`src/rtl/fp_pkg.sv`:
```
// Shared IEEE-754 single-precision types and constants for the FP arithmetic datapath.
package fp_pkg;

    typedef struct packed {
        logic        sign;
        logic [7:0]  exp;
        logic [22:0] man;
    } fp32_t;

    localparam int          FP_BIAS    = 127;
    localparam logic [31:0] FP_QNAN    = 32'h7FC0_0000;
    localparam logic [7:0]  FP_INF_EXP = 8'hFF;

    typedef enum logic [2:0] {
        IDLE,
        SPECIAL,
        DIVIDE,
        NORM,
        DONE
    } state_t;

endpackage

```
`src/rtl/fp_div_classify.sv`:
```
// Combinational operand classifier for the FP divider: detects NaN/inf/zero cases
// (denormals count as zero) and produces the final special-case quotient.
module fp_div_classify
    import fp_pkg::*;
(
    input  logic [31:0] a,
    input  logic [31:0] b,
    output logic        special_hit,
    output logic [31:0] special_q,
    output logic        special_dbz
);

    fp32_t fa;
    fp32_t fb;
    logic  a_zero, a_inf, a_nan;
    logic  b_zero, b_inf, b_nan;
    logic  sign;

    assign fa = a;
    assign fb = b;

    // NOTE: every output of a combinational block gets a default first, so no path leaves it unassigned and infers a latch.
    always_comb begin
        a_zero      = (fa.exp == 8'h00);
        a_inf       = (fa.exp == FP_INF_EXP) && (fa.man == 23'd0);
        a_nan       = (fa.exp == FP_INF_EXP) && (fa.man != 23'd0);
        b_zero      = (fb.exp == 8'h00);
        b_inf       = (fb.exp == FP_INF_EXP) && (fb.man == 23'd0);
        b_nan       = (fb.exp == FP_INF_EXP) && (fb.man != 23'd0);
        sign        = fa.sign ^ fb.sign;
        special_hit = 1'b1;
        special_dbz = 1'b0;
        special_q   = FP_QNAN;

        if (a_nan || b_nan || (a_zero && b_zero) || (a_inf && b_inf)) begin
            special_q = FP_QNAN;
        end else if (a_inf) begin
            special_q = {sign, FP_INF_EXP, 23'd0};
        end else if (b_inf || a_zero) begin
            special_q = {sign, 31'd0};
        end else if (b_zero) begin
            special_q   = {sign, FP_INF_EXP, 23'd0};
            special_dbz = 1'b1;
        end else begin
            special_hit = 1'b0;
            special_q   = 32'd0;
        end
    end

endmodule

```
`src/rtl/fp_divider_seq.sv`:
```
// Sequential IEEE-754 single divider q = a / b, one restoring quotient bit per clock.
// Define FP_DIV_RNE_EN for round-to-nearest-even; otherwise the result is truncated.
module fp_divider_seq
    import fp_pkg::*;
#(
    parameter int QBITS = 26
) (
    input  logic        clk,
    input  logic        rst_n,
    input  logic        in_valid,
    output logic        in_ready,
    input  logic [31:0] a,
    input  logic [31:0] b,
    output logic        out_valid,
    input  logic        out_ready,
    output logic [31:0] q,
    output logic        div_by_zero
);

    localparam int CW = $clog2(QBITS + 1);
    localparam int QW = QBITS - 1;

    state_t              state;
    logic [CW-1:0]       cnt;

    fp32_t               a_r, b_r;
    logic                sign_r;
    logic signed [9:0]   e_r;
    logic [23:0]         mb_r;
    logic [24:0]         rem_r;
    logic [QBITS-1:0]    quo_r;

    logic                special_hit, special_dbz;
    logic [31:0]         special_q;

    logic                ge;
    logic [23:0]         rem_sub;
    logic signed [9:0]   e_norm, e_final;
    logic [22:0]         frac;
    logic                round_up;
    logic [23:0]         frac_sum;
    logic [31:0]         norm_q;

    fp_div_classify u_classify (
        .a           (a),
        .b           (b),
        .special_hit (special_hit),
        .special_q   (special_q),
        .special_dbz (special_dbz)
    );

    // One restoring step: the remainder stays below 2*mb, so it always fits 25 bits.
    always_comb begin
        ge      = (rem_r >= {1'b0, mb_r});
        rem_sub = ge ? 24'(rem_r - {1'b0, mb_r}) : rem_r[23:0];
    end

`ifdef FP_DIV_RNE_EN
    localparam logic [QW-1:0] LOW_MASK = (QW'(1) << (QBITS - 25)) - QW'(1);
    logic [QW-1:0] qs;
    logic          guard, sticky;

    always_comb begin
        qs       = quo_r[QBITS-1] ? quo_r[QBITS-2:0] : {quo_r[QBITS-3:0], 1'b0};
        frac     = qs[QW-1 -: 23];
        guard    = qs[QBITS-25];
        sticky   = (|(qs & LOW_MASK)) | (|rem_r);
        round_up = guard & (sticky | frac[0]);
    end
`else
    always_comb begin
        frac     = quo_r[QBITS-1] ? quo_r[QBITS-2 -: 23] : quo_r[QBITS-3 -: 23];
        round_up = 1'b0;
    end
`endif

    // Underflow is judged before rounding, overflow after the rounding carry.
    always_comb begin
        e_norm   = quo_r[QBITS-1] ? e_r : e_r - 10'sd1;
        frac_sum = {1'b0, frac} + 24'(round_up);
        e_final  = e_norm + $signed({9'd0, frac_sum[23]});
        norm_q   = {sign_r, e_final[7:0], frac_sum[22:0]};
        if (e_norm <= 10'sd0) begin
            norm_q = {sign_r, 31'd0};
        end else if (e_final >= 10'sd255) begin
            norm_q = {sign_r, FP_INF_EXP, 23'd0};
        end
    end

    // NOTE: sequential state is updated with non-blocking assignments so every register samples pre-edge values.
    always_ff @(posedge clk or negedge rst_n) begin
        if (!rst_n) begin
            state       <= IDLE;
            cnt         <= '0;
            in_ready    <= 1'b0;
            out_valid   <= 1'b0;
            q           <= 32'd0;
            div_by_zero <= 1'b0;
        end else begin
            case (state)
                IDLE: begin
                    in_ready <= 1'b1;
                    if (in_valid && in_ready) begin
                        in_ready <= 1'b0;
                        cnt      <= '0;
                        if (special_hit) begin
                            q           <= special_q;
                            div_by_zero <= special_dbz;
                            state       <= SPECIAL;
                        end else begin
                            state <= DIVIDE;
                        end
                    end
                end
                SPECIAL: begin
                    out_valid <= 1'b1;
                    state     <= DONE;
                end
                DIVIDE: begin
                    cnt <= cnt + CW'(1);
                    if (cnt == CW'(QBITS)) begin
                        state <= NORM;
                    end
                end
                NORM: begin
                    q           <= norm_q;
                    div_by_zero <= 1'b0;
                    out_valid   <= 1'b1;
                    state       <= DONE;
                end
                DONE: begin
                    if (out_ready) begin
                        out_valid <= 1'b0;
                        state     <= IDLE;
                    end
                end
                default: state <= IDLE;
            endcase
        end
    end

    // NOTE: datapath registers carry no reset; the FSM never consumes them before loading them.
    // Cycle 0 of DIVIDE unpacks the captured operands, cycles 1..QBITS each produce one quotient bit.
    always_ff @(posedge clk) begin
        case (state)
            IDLE: begin
                if (in_valid && in_ready) begin
                    a_r <= a;
                    b_r <= b;
                end
            end
            DIVIDE: begin
                if (cnt == '0) begin
                    sign_r <= a_r.sign ^ b_r.sign;
                    e_r    <= 10'({2'b00, a_r.exp}) - 10'({2'b00, b_r.exp}) + 10'(FP_BIAS);
                    rem_r  <= {2'b01, a_r.man};
                    mb_r   <= {1'b1, b_r.man};
                end else begin
                    rem_r <= {rem_sub, 1'b0};
                    quo_r <= {quo_r[QBITS-2:0], ge};
                end
            end
            default: ;
        endcase
    end

endmodule
```
`config.mk`:
```
export PLATFORM = sky130hd
export DESIGN_NAME = fp_divider_seq
export DESIGN_NICKNAME = d
export VERILOG_FILES = /design/src/rtl/fp_pkg.sv /design/src/rtl/fp_div_classify.sv /design/src/rtl/fp_divider_seq.sv
export SDC_FILE = /design/constraint.sdc
export NUM_CORES = 1
export LEC_CHECK = 0
export CAP_MARGIN = 20
export CORE_MARGIN = 4
export CORE_UTILIZATION = 40
export DETAILED_ROUTE_END_ITERATION = 16
export RECOVER_POWER = 25
export REMOVE_ABC_BUFFERS = 1
export SETUP_SLACK_MARGIN = 0.2
export SLEW_MARGIN = 10
export SYNTH_ARGS = -nofsm -noshare
export SYNTH_HDL_FRONTEND = slang
export SYNTH_SLANG_ARGS = --single-unit
```
`constraint.sdc`:
```
create_clock -name clk -period 6.6 [get_ports clk]
set_input_delay 0.99 -clock clk [delete_from_list [all_inputs] [get_ports clk]]
set_output_delay 0.99 -clock clk [all_outputs]
set_load 0.05 [all_outputs]
```
== Yosys cells after proc, flatten, opt, wreduce, memory -nomap -nowiden ==
Cells that the tools add are included.

* Bitwise operators: 3
* Mux-type cells: 33
* Reductions and logical operators: 30
* Magnitude comparators: 3
* $add $sub $neg: 5
* Equal/unequal tests: 11

{| class="wikitable"
|+ Operator list
! cell !! count
|-
| $mux 32 || 6
|-
| $pmux 32 s2 || 1
|-
| $mux 31 || 2
|-
| $logic_not 23->1 || 2
|-
| $mux 23 || 2
|-
| $reduce_bool 23->1 || 2
|-
| $ge 25x24->1 || 1
|-
| $mux 24 || 1
|-
| $sub 24x24->24 || 1
|-
| $eq 8x8->1 const B || 2
|-
| $logic_not 8->1 || 2
|-
| $pmux 3 s4 || 1
|-
| $mux 1 || 11
|-
| $add 9x8->10 const B || 1
|-
| $ge 10x9->1 const B || 1
|-
| $le 10x1->1 const B || 1
|-
| $mux 10 || 1
|-
| $pmux 5 s2 || 1
|-
| $reduce_and 2->1 || 5
|-
| $sub 10x2->10 const B || 1
|-
| $mux 3 || 3
|-
| $sub 8x8->9 || 1
|-
| $ne 2x2->1 const B || 4
|-
| $logic_and 1x1->1 || 7
|-
| other kinds (16) || 25
|}

* Output and inout bits: 35
* Word-level logic and storage cells: 104
* Register bits: 192
* Input bits: 68

== Longest topological paths before layout ==
Gate-level depths: netlist of run 1.

* Word-level depth: 9
* Depth in mapped cells: 12
* Gate-level depth less buffers: 11

== By module ==
Synthesis of run 1 repeated with hierarchy kept, for this count alone.

* Cell total of the unflattened synthesis: 893
* Area, all modules: 10,008.3 µm²

{| class="wikitable"
|+ Modules (own cells, without submodules)
! module !! cells each !! area an instance (µm²) !! instances !! seq. area each (µm²)
|-
| fp_divider_seq || 822 || 9,506.6 || 1 || 5,550.3
|-
| fp_div_classify || 71 || 501.7 || 1 || 0.0
|}

== Worst setup path after synthesis of run 1 ==
No wires, ideal clock.

* Path kind: reg-to-reg
* From: register cnt[0]
* To: register e_r[0] (enable)
* Buffers on the path: 2
* Arrival time: 3.043 ns
* Path slack: 3.131 ns
* Stages on the path, launching flop included: 7
* Clock period less this slack: 3.469 ns
* Data required time: 6.175 ns
* Setup time: 0.425 ns
* Path through: dfrtp_1 inv_1 ha_1 or4b_2 clkbuf_1 clkbuf_1 nor2_1

* Cells in the longest elaborated chain, start to end: 2

{| class="wikitable"
|+ RTL lines
! element !! line !! text
|-
| from (decl) || fp_divider_seq.sv:24 || <nowiki>logic [CW-1:0] cnt;</nowiki>
|-
| from (signal assigned) || fp_divider_seq.sv:120 || <nowiki>cnt <= cnt + CW'(1);</nowiki>
|-
| $logic_not 5->1 || fp_divider_seq.sv:153 || <nowiki>if (cnt == '0) begin</nowiki>
|-
| $reduce_and 2->1 (no source line) || -- ||
|-
| to (signal assigned) || fp_divider_seq.sv:155 || <nowiki>e_r <= 10'({2'b00, a_r.exp}) - 10'({2'b00, b_r.exp}) + 10'(FP_BIAS);</nowiki>
|-
| to (decl) || fp_divider_seq.sv:28 || <nowiki>logic signed [9:0] e_r;</nowiki>
|}

No other way between the ends.
A chain may end at the register's enable or synchronous reset.

== Worst setup path after layout of run 1 ==
* From: register rem_r[18]
* To: register rem_r[14] (data pin)

* Cells in the longest elaborated chain, start to end: 3

{| class="wikitable"
|+ RTL lines
! element !! line !! text
|-
| from (decl) || fp_divider_seq.sv:30 || <nowiki>logic [24:0] rem_r;</nowiki>
|-
| from (signal assigned) || fp_divider_seq.sv:156 || <nowiki>rem_r <= {2'b01, a_r.man};</nowiki>
|-
| from (signal assigned) || fp_divider_seq.sv:159 || <nowiki>rem_r <= {rem_sub, 1'b0};</nowiki>
|-
| $ge 25x24->1 || fp_divider_seq.sv:54 || <nowiki>ge = (rem_r >= {1'b0, mb_r});</nowiki>
|-
| $mux 24 || fp_divider_seq.sv:55 || <nowiki>rem_sub = ge ? 24'(rem_r - {1'b0, mb_r}) : rem_r[23:0];</nowiki>
|-
| $mux 23 || fp_divider_seq.sv:153 ||
|}

No other way between the ends.

==> results.txt, run 1 <==
GR Overflow Total -> 0
Register area -> 5550 µm²
Post-synth ARST share -> 22.4%
# diodes -> 0
Initial Util -> 40.6%
Post-Syn Instances -> 807
Nets -> 1009
Worst Skew -> 17.6 ps
Filler cells -> 2147
Synth area leaders -> edfxtp_1 47%, dfrtp_1 11%, ha_1 4.7%
Post-CTS sizing -> 0
Yosys top cell by area -> edfxtp_1
F_max -> 275 MHz
CP Class -> register to register
Top_reg_cell synth -> edfxtp_1
DRC viols -> 0
Final Worst Setup Slack -> 2960 ps
Post-synthesis sequential area ratio -> 58.4%
Period utilization -> 55.1%
CTS tree -> yes
Clock buffer count from CTS -> 17
Area grow syn2layout -> 21.0%
First-pass GRT wire length -> 35200 µm
Routed Antenna Nets -> 0
Sinks on Clock Net -> 192
IO Count -> 103
Core area -> 23400 µm²
Area of the multi-input gates -> 3640 µm²
Final Critical Period -> 3640 ps
Startpoint types -> register
Clock root buffer -> clkbuf_16
Drt pass-1 iters -> 5
Worst EP required -> 6760 ps
Total number of vias -> 6664
Status -> complete, but fails checks
Ys Warns -> 0
Worst-margin pin slew -> 1560 ps
Most frequent CP cell -> a21oi_1
Cell Rows -> 56
CTS max path bufs -> 2
Number of unique standard cell types used by synthesis -> 67
Slew Limit Fails -> 29
CP max stage cell -> nand3_1
Seq cells post-synth -> 192
Max IR drop VDD -> 0.230 mV
Gpl congestion -> 0.871
Hold_buf cts -> 0
Port Buffers -> 102
CP Cell Sequence -> ha_1, a21oi_1, o21ai_0, nor3_1, a21oi_1, nand3_1, a41oi_1, o31ai_1
Critical Path AT -> 3800 ps
DIE AREA -> 26300 µm²
Die height -> 162 µm
Post-DP HPWL -> 15800 µm
Largest net degree at the start of global routing -> 44
Post-synth EDFFs -> 149
CP max stage delay -> 740 ps
Final Hold Fails -> 0
Layout cell share with drive strength beyond 1 -> 7.97%
Synthesized area per cell -> 11.8 µm²
Vias per cell -> 5.40
Die X -> 162 µm
Final setup fails -> 0
Hold crit path type -> register to register
Final setup TNS -> 0 ps
Htree depth -> 4
Critical path buffers and inverters -> 0
Clk_lat worst skew -> 440 ps
Worst Path Max Fanout -> 19
Post-Syn Area -> 9510 µm²
RSZ-0062 raised after global routing -> false
Worst setup EP type -> register
Failing checks -> max-capacitance violations, max-slew violations
Wirelength per Cell -> 18.0 µm
Static Leakage -> 4.38 nW
Total track usage -> 17.1%
Max cap viols -> 1
Number of global-route vias before repair -> 6439
Initial antenna violation count -> 0
WL final -> 22200 µm
Placement Setup Slack -> 2850 ps
Clk pin slew, worst setup/hold paths -> 80 ps
Slew HR -> -4.21%
Top cell type's share of synthesized area -> 47.1%
First-iteration detailed-routing DRC count -> 423
Pwr/cell area -> 516 nW/µm²
CP delay by family, top -> compound AO/OA/AOI/OAI gates
Post-CTS setup buffers -> 0
[cell usage after synthesis (12+ instances only)]
library cell / instances
xnor2_1: 23
clkbuf_1: 24
nand2_1: 63
nand4_1: 13
a31oi_1: 13
nor3_1: 15
xor2_1: 15
dfrtp_1: 43
inv_1: 50
nor2_1: 47
edfxtp_1: 149
o21ai_2: 19
a21oi_1: 35
ha_1: 36
nor4_1: 18
mux2i_1: 28
nand3_1: 33
a21o_1: 12
o21ai_0: 32
[cell type report]
type / count / area share (%)
clock buffers: 17 / 3.70
clock inverters: 15 / 1.65
inverters: 50 / 1.63
multi-input cells: 532 / 31.6
flip-flops and latches: 192 / 48.3
well taps: 319 / 3.47
repair buffers: 110 / 9.64
[cells in the final DEF, fill, tap and decap left out, types with 5 or more instances in the layout]
cell type / instances
or3_1: 8
xnor2_1: 23
inv_1: 49
nand3b_1: 8
dfrtp_1: 43
and2_1: 6
nand2_1: 63
nor2_1: 45
clkbuf_16: 17
clkdlybuf4s50_1: 90
o211ai_1: 9
o22a_1: 9
o21ai_0: 32
nand3_1: 33
edfxtp_1: 149
nor4_1: 18
nand4_1: 13
xor2_1: 15
o21a_1: 8
a21oi_1: 34
dlygate4sd3_1: 11
a21o_1: 12
nor3_1: 15
mux2i_1: 28
nor2b_1: 7
a31oi_1: 13
o21ai_2: 19
o31ai_1: 5
ha_1: 36
or4_1: 6
[metal layers]
metal  wire (µm)  global-route usage [%]  vias up
li1            -                       -     3230
met5           0                       0        -
met3        1060                    3.81       20
met2       10300                    26.6      166
met4         352                    4.38        0
met1       10600                    24.4     3248
[state kept, by name, indices dropped and copies added (netlist names)]
signal	flops
b_r	32
a_r	32
mb_r	23
div_by_zero	1
q	32
quo_r	26
state	3
in_ready	1
cnt	5
rem_r	25
out_valid	1
sign_r	1
e_r	10
[stage by stage]
stage               std cells  utilization (%)  hold slack [ps]  area [µm²]  power, W
finish                   1235             49.1              416       11500   0.00593
global route             1235             49.1              425       11500   0.00632
global placement         1199             46.2              404       10800   0.00482
floorplan                 774                -              400        9360   0.00403
CTS                      1232             49.0              418       11500   0.00595
detailed placement       1200             46.4              405       10800   0.00486
[final timing paths]
check                      slack [ps]  cells after the start                 from                  end
min reg2reg                       420                      0     b_r[4]$_DFFE_PP_    mb_r[4]$_DFFE_PP_
max reg2reg                      2960                      8  rem_r[18]$_DFFE_PP_  rem_r[14]$_DFFE_PP_
min                               420                      0     b_r[4]$_DFFE_PP_    mb_r[4]$_DFFE_PP_
max                              2960                      8  rem_r[18]$_DFFE_PP_  rem_r[14]$_DFFE_PP_
min in group asynchronous         640                      1                rst_n     q[8]$_DFFE_PN0P_
max in group asynchronous        4030                      2                rst_n   cnt[4]$_DFFE_PN0P_
[worst reg2reg max path, cell delays in order, from the launching register on]
cell and delay, ps:
edfxtp_1 450, ha_1 440, a21oi_1 120, o21ai_0 390, nor3_1 120, a21oi_1 360
nand3_1 740, a41oi_1 580, o31ai_1 160
[cell families (layout without fill, tap and decap cells)]
group | after synthesis | in the layout | synth area share (%)
flip-flops | 192 | 192 | 58.4
buffers and inverters | 83 | 192 | 3.57
AND/OR/NAND/NOR | 244 | 244 | 13.1
adder cells (fa/ha/maj) | 38 | 38 | 5.16
AO/OA/AOI/OAI | 182 | 182 | 13.1
multiplexers | 30 | 30 | 3.19
XOR/XNOR | 38 | 38 | 3.50
[power breakdown]
part,switching [W],internal [W]
Combinational,0.00166,0.00104
Sequential,0.000263,0.00189
Clock,0.000503,0.000578
Note: power is estimated with default switching activity, not from simulation.
==> run 2: changes to the inputs <==
- clock period: 6.6 -> 3 ns (I/O delays scaled with it)
==> results.txt, run 2 (synthesis gave the netlist of run 1 again) <==
Status -> completed
Initial antenna violation count -> 0 (unchanged)
Net Sw Frac -> 40.9% (-0.084 points)
Hold crit path type -> primary input to async pin
Number of global-route vias before repair -> 6799 (+5.6%)
Max IR drop VDD -> 0.443 mV (+93%)
Area grow syn2layout -> 27.7%
Nets -> 1064 (+5.5%)
Slew Limit Fails -> 0 (-100%)
First-pass GRT wire length -> 36000 µm (+2.1%)
Total track usage -> 17.4% (+0.36 points)
GR Layer Usage met3 -> 4.34% (+0.53 points)
IO Count -> 103 (unchanged)
Worst Path Max Fanout -> 6 (-13)
WL final -> 23000 µm (+3.3%)
Slew HR -> 14.3% (+19 points)
M1 GR Usage -> 23.6% (-0.71 points)
R2R depth -> 9 (+1)
RR Endpoint -> rem_r[6]$_DFFE_PP_
Final Worst Setup Slack -> 252 ps (-2710 ps)
Worst Skew -> 10.9 ps (-6.70 ps)
Comb power frac -> 49.4% (+3.9 points)
Initial Util -> 40.6% (unchanged)
CTS max path bufs -> 2 (unchanged)
# diodes -> 0 (unchanged)
Start of the worst register-to-register path -> rem_r[15]$_DFFE_PP_
Wirelength per Cell -> 17.8 µm (-1.1%)
Worst hold slack -> 268 ps (-148 ps)
Period utilization -> 91.6% (+36 points)
Final setup TNS -> 0 ps (unchanged)
Static Leakage -> 4.67 nW (+6.7%)
Critical Path AT -> 2930 ps (-870 ps)
Area of the multi-input gates -> 3910 µm² (+7.6%)
Drt pass-1 iters -> 5 (unchanged)
RSZ-0062 raised after global routing -> true
Die X -> 162 µm (unchanged)
Post-DP HPWL -> 16400 µm (+4.3%)
Clock Power Share -> 16.2% (-2.0 points)
Total number of vias -> 6863 (+3.0%)
Busiest metal layer after global routing -> met2
Layout cell share with drive strength beyond 1 -> 16.6% (+8.6 points)
Pint -> 0.00813 W (+130%)
Clk_lat worst skew -> 430 ps (about the same)
Routed Antenna Nets -> 0 (unchanged)
GRT met2 Usage -> 28.1% (+1.5 points)
Worst EP required -> 3180 ps (-3580 ps)
GR Overflow Total -> 0 (unchanged)
Register-to-register path setup slack -> 250 ps (-2710 ps)
CP Class -> register to register
Worst setup EP type -> register
Vias per cell -> 5.32 (-1.4%)
DIE AREA -> 26300 µm² (unchanged)
Sw power -> 0.00562 W (+130%)
Gpl congestion -> 0.907 (+4.1%)
Cell Rows -> 56 (unchanged)
Largest net degree at the start of global routing -> 66 (+50%)
DRC viols -> 0 (unchanged)
Most frequent cells in the layout -> 149 x edfxtp_1, 70 x clkdlybuf4s50_1, 62 x nand2_1
First-iteration detailed-routing DRC count -> 474 (+12%)
Placement Setup Slack -> -61.9 ps (-2910 ps)
Htree depth -> 4 (unchanged)
Startpoint types -> register
Top Registers -> a_r: 32 flops, b_r: 32 flops, q: 32 flops
Final Critical Period -> 2750 ps (-889 ps)
Clk pin slew, worst setup/hold paths -> 80 ps (about the same)
Clock buffer count from CTS -> 17 (unchanged)
Port Buffers -> 102 (unchanged)
Most common cell after layout, fill and taps aside -> edfxtp_1
Sinks on Clock Net -> 192 (unchanged)
Clock root buffer -> clkbuf_16
Die height -> 162 µm (unchanged)
Filler cells -> 2076 (-3.3%)
Pwr/cell area -> 1130 nW/µm² (+120%)
Register area -> 5550 µm² (unchanged)
Worst-margin pin slew -> 1290 ps (-278 ps)
F_max -> 364 MHz (+32%)
Max cap viols -> 0 (-1)
Area after DPL -> 11200 µm² (+3.6%)
Core area -> 23400 µm² (unchanged)
Flop pwr share -> 34.4% (-1.8 points)
Design Area, Final -> 12100 µm² (+5.6%)
Final setup fails -> 0 (unchanged)
Hold_buf cts -> 0 (unchanged)
Final Hold Fails -> 0 (unchanged)
CTS tree -> yes
[run 2: cell types whose count changed in the layout (fill, tap and decap cells not counted), sizes merged, moves of 2 or more]
cell | previous run | this run
bufinv | 2 | 0
clkdlybuf4s50 | 90 | 70
inv | 57 | 59
buf | 7 | 61
dlygate4sd3 | 11 | 31
clkinv | 5 | 3
[run 2: through the flow]
stage               power, W  util, %  instances
floorplan            0.00887        -        774
global placement      0.0111     48.0       1252
detailed placement    0.0111     48.0       1252
CTS                   0.0134     50.5       1284
global route          0.0147     51.9       1290
finish                0.0137     51.9       1290
[run 2: area by class of cell]
type / count / share of cell area, %
Clock buffer: 18 / 3.53
Inverter: 50 / 1.55
Timing Repair Buffer: 164 / 12.6
Tap cell: 319 / 3.29
Multi-Input combinational cell: 533 / 32.2
Sequential cell: 192 / 45.7
Clock inverter: 14 / 1.15
[run 2: worst max-delay path, cell delays in order (launching register included)]
cell and delay, ps:
edfxtp_1 460, ha_4 310, nand3_2 70, or3_4 380
or2_4 250, o41ai_4 300, a21o_2 270, buf_6 160
nor3_4 40, a221o_1 260
[run 2: how the worst max path moves through the flow]
stage	from	endpoint	slack (ps)	cells past startpoint
2_1_floorplan	cnt[0]$_DFFE_PN0P_	quo_r[0]$_DFFE_PP_	-470	4
3_3_place_gp	b[0]	q[26]$_DFFE_PN0P_	-70	8
3_5_place_dp	b[0]	q[28]$_DFFE_PN0P_	-60	8
4_1_cts	a_r[23]$_DFFE_PP_	e_r[7]$_DFFE_PP_	200	10
5_1_grt	a_r[23]$_DFFE_PP_	e_r[7]$_DFFE_PP_	160	10
6_report	rem_r[15]$_DFFE_PP_	rem_r[6]$_DFFE_PP_	250	9
[run 2: metal layers]
layer	vias to the layer above	routed length, µm
li1	3340	-
met1	3324	10400
met2	173	11000
met3	26	1160
met4	0	386
met5	-	0
[run 2: timing repair]
item                                    CTS  global route
pin swaps                                 2            17
endpoints found under the setup margin   22            48
setup buffers                             0             4
gates cloned                              0             1
resized for setup                         2            49
[run 2: power by group through the flow]
stage | Clock (W) | Combinational (W) | Sequential, W
4_1_cts | 0.00228 | 0.00640 | 0.00471
3_5_place_dp | 0 | 0.00637 | 0.00475
3_3_place_gp | 0 | 0.00633 | 0.00474
2_1_floorplan | 0 | 0.00342 | 0.00545
5_1_grt | 0.00240 | 0.00742 | 0.00484
6_report | 0.00222 | 0.00679 | 0.00473
==> run 3: changes to the inputs <==
- SLEW_MARGIN: 10 -> 20
==> results.txt, run 3 (synthesis gave the netlist of run 1 again) <==
R2R depth -> 9 (unchanged)
First-iteration detailed-routing DRC count -> 482 (+1.7%)
Total number of vias -> 6850 (-0.19%)
Clk pin slew, worst setup/hold paths -> 80 ps (about the same)
CP delay by family, top -> compound AO/OA/AOI/OAI gates
IO Count -> 103 (unchanged)
Critical path depth -> 9 (unchanged)
Hold_buf cts -> 0 (unchanged)
Sw power -> 0.00562 W (about the same)
Clock Power Share -> 16.1% (about the same)
Final Critical Period -> 2740 ps (-5.65 ps)
Hold crit path type -> register to register
CP Class -> register to register
Most common cell after layout, fill and taps aside -> edfxtp_1
Final Hold Fails -> 0 (unchanged)
Worst Path Max Fanout -> 6 (unchanged)
WL final -> 23000 µm (about the same)
Area grow syn2layout -> 27.7% (about the same)
Cell Rows -> 56 (unchanged)
F_max -> 365 MHz (+0.21%)
Most frequent cells in the layout -> 149 x edfxtp_1, 70 x clkdlybuf4s50_1, 62 x nand2_1
Wirelength per Cell -> 17.8 µm (+0.17%)
Sinks on Clock Net -> 192 (unchanged)
Final setup fails -> 0 (unchanged)
Routed Antenna Nets -> 0 (unchanged)
Pint -> 0.00812 W (about the same)
Critical path buffers and inverters -> 1 (unchanged)
Slew HR -> -65.2% (-79 points)
Max IR drop VDD -> 0.443 mV (about the same)
Die height -> 162 µm (unchanged)
Number of global-route vias before repair -> 6799 (unchanged)
DRC viols -> 0 (unchanged)
Gpl congestion -> 0.907 (unchanged)
Static Leakage -> 4.67 nW (about the same)
Die X -> 162 µm (unchanged)
Port Buffers -> 102 (unchanged)
Worst setup EP type -> register
Clk_lat worst skew -> 430 ps (about the same)
Pwr/cell area -> 1130 nW/µm² (about the same)
Initial Util -> 40.6% (unchanged)
CTS max path bufs -> 2 (unchanged)
Status -> complete, but fails checks
Register-to-register path setup slack -> 260 ps (about the same)
Flop pwr share -> 34.4% (about the same)
Final setup TNS -> 0 ps (unchanged)
# diodes -> 0 (unchanged)
CTS tree -> yes
Worst-margin pin slew -> 2480 ps (+1190 ps)
GR Overflow Total -> 0 (unchanged)
RSZ-0062 raised after global routing -> true
Core area -> 23400 µm² (unchanged)
First-pass GRT wire length -> 36000 µm (unchanged)
Worst hold slack -> 424 ps (+156 ps)
Largest net degree at the start of global routing -> 66 (unchanged)
CP Cell Sequence -> ha_4, nand3_2, or3_4, or2_4, o41ai_4, a21o_2, buf_6, nor3_4, a221o_1
Clock buffer count from CTS -> 17 (unchanged)
Hold Path Depth -> 0
Critical Path AT -> 2920 ps (about the same)
CP max stage cell -> edfxtp_1
Comb power frac -> 49.4% (about the same)
Worst EP required -> 3180 ps (about the same)
Period utilization -> 91.4% (-0.19 points)
Failing checks -> max-capacitance violations, max-slew violations
Total track usage -> 17.4% (unchanged)
Drt pass-1 iters -> 5 (unchanged)
Layout cell share with drive strength beyond 1 -> 16.6% (+0.017 points)
Post-DP HPWL -> 16400 µm (unchanged)
Slew Limit Fails -> 44 (+44)
Worst Skew -> 11.2 ps (+0.246 ps)
Initial antenna violation count -> 0 (unchanged)
Net Sw Frac -> 40.9% (about the same)
DIE AREA -> 26300 µm² (unchanged)
Max cap viols -> 1 (+1)
Nets -> 1063 (-0.094%)
Startpoint types -> register
Htree depth -> 4 (unchanged)
Vias per cell -> 5.31 (-0.11%)
CP max stage delay -> 450 ps (about the same)
Clock root buffer -> clkbuf_16
Top Registers -> a_r: 32 flops, b_r: 32 flops, q: 32 flops
-- run 3: stage by stage --
| step | setup slack, ps | cells | util, % | cell area, µm² | power (W) |
|---|---|---|---|---|---|
| 4_1_cts | 205 | 1284 | 50.5 | 11800 | 0.0134 |
| 3_5_place_dp | -61.9 | 1252 | 48.0 | 11200 | 0.0111 |
| 3_3_place_gp | -72.9 | 1252 | 48.0 | 11200 | 0.0111 |
| 5_1_grt | 161 | 1289 | 51.9 | 12100 | 0.0147 |
| 2_1_floorplan | -469 | 774 | - | 9360 | 0.00887 |
| 6_report | 258 | 1289 | 51.9 | 12100 | 0.0137 |
-- run 3: power by group through the flow --
stage / clock [W] / combinational [W] / sequential (W)
after global routing: 0.00240 / 0.00742 / 0.00484
final: 0.00222 / 0.00679 / 0.00473
after CTS: 0.00228 / 0.00640 / 0.00471
after detailed placement: 0 / 0.00637 / 0.00475
after floorplan: 0 / 0.00342 / 0.00545
after global placement: 0 / 0.00633 / 0.00474
-- run 3: repair_timing --
item,CTS,global route
setup endpoints to repair,22,48
setup buffers,0,4
cloned,0,1
resized for setup,2,49
pin swaps,2,17
-- run 3: area by class of cell --
class / instances / area (µm²)
clock buffer: 18 / 429
multi-input combinational: 533 / 3910
sequential: 192 / 5550
tap: 319 / 399
timing repair buffer: 163 / 1520
clock inverter: 14 / 140
fill: 2074 / 11300
inverter: 50 / 188
-- run 3: path summary, 6_finish.rpt --
check | from | to
min reg2reg | b_r[13]$_DFFE_PP_ | mb_r[13]$_DFFE_PP_
min | b_r[13]$_DFFE_PP_ | mb_r[13]$_DFFE_PP_
max in group asynchronous | rst_n | cnt[4]$_DFFE_PN0P_
min in group asynchronous | rst_n | q[6]$_DFFE_PN0P_
max | rem_r[15]$_DFFE_PP_ | rem_r[6]$_DFFE_PP_
max reg2reg | rem_r[15]$_DFFE_PP_ | rem_r[6]$_DFFE_PP_
-- run 3: metal layers --
| metal | up-vias | global-route usage [%] | wire [µm] |
|---|---|---|---|
| li1 | 3333 | - | - |
| met3 | 26 | 4.34 | 1110 |
| met5 | - | 0 | 0 |
| met1 | 3328 | 23.6 | 10500 |
| met2 | 163 | 28.1 | 10900 |
| met4 | 0 | 4.77 | 387 |
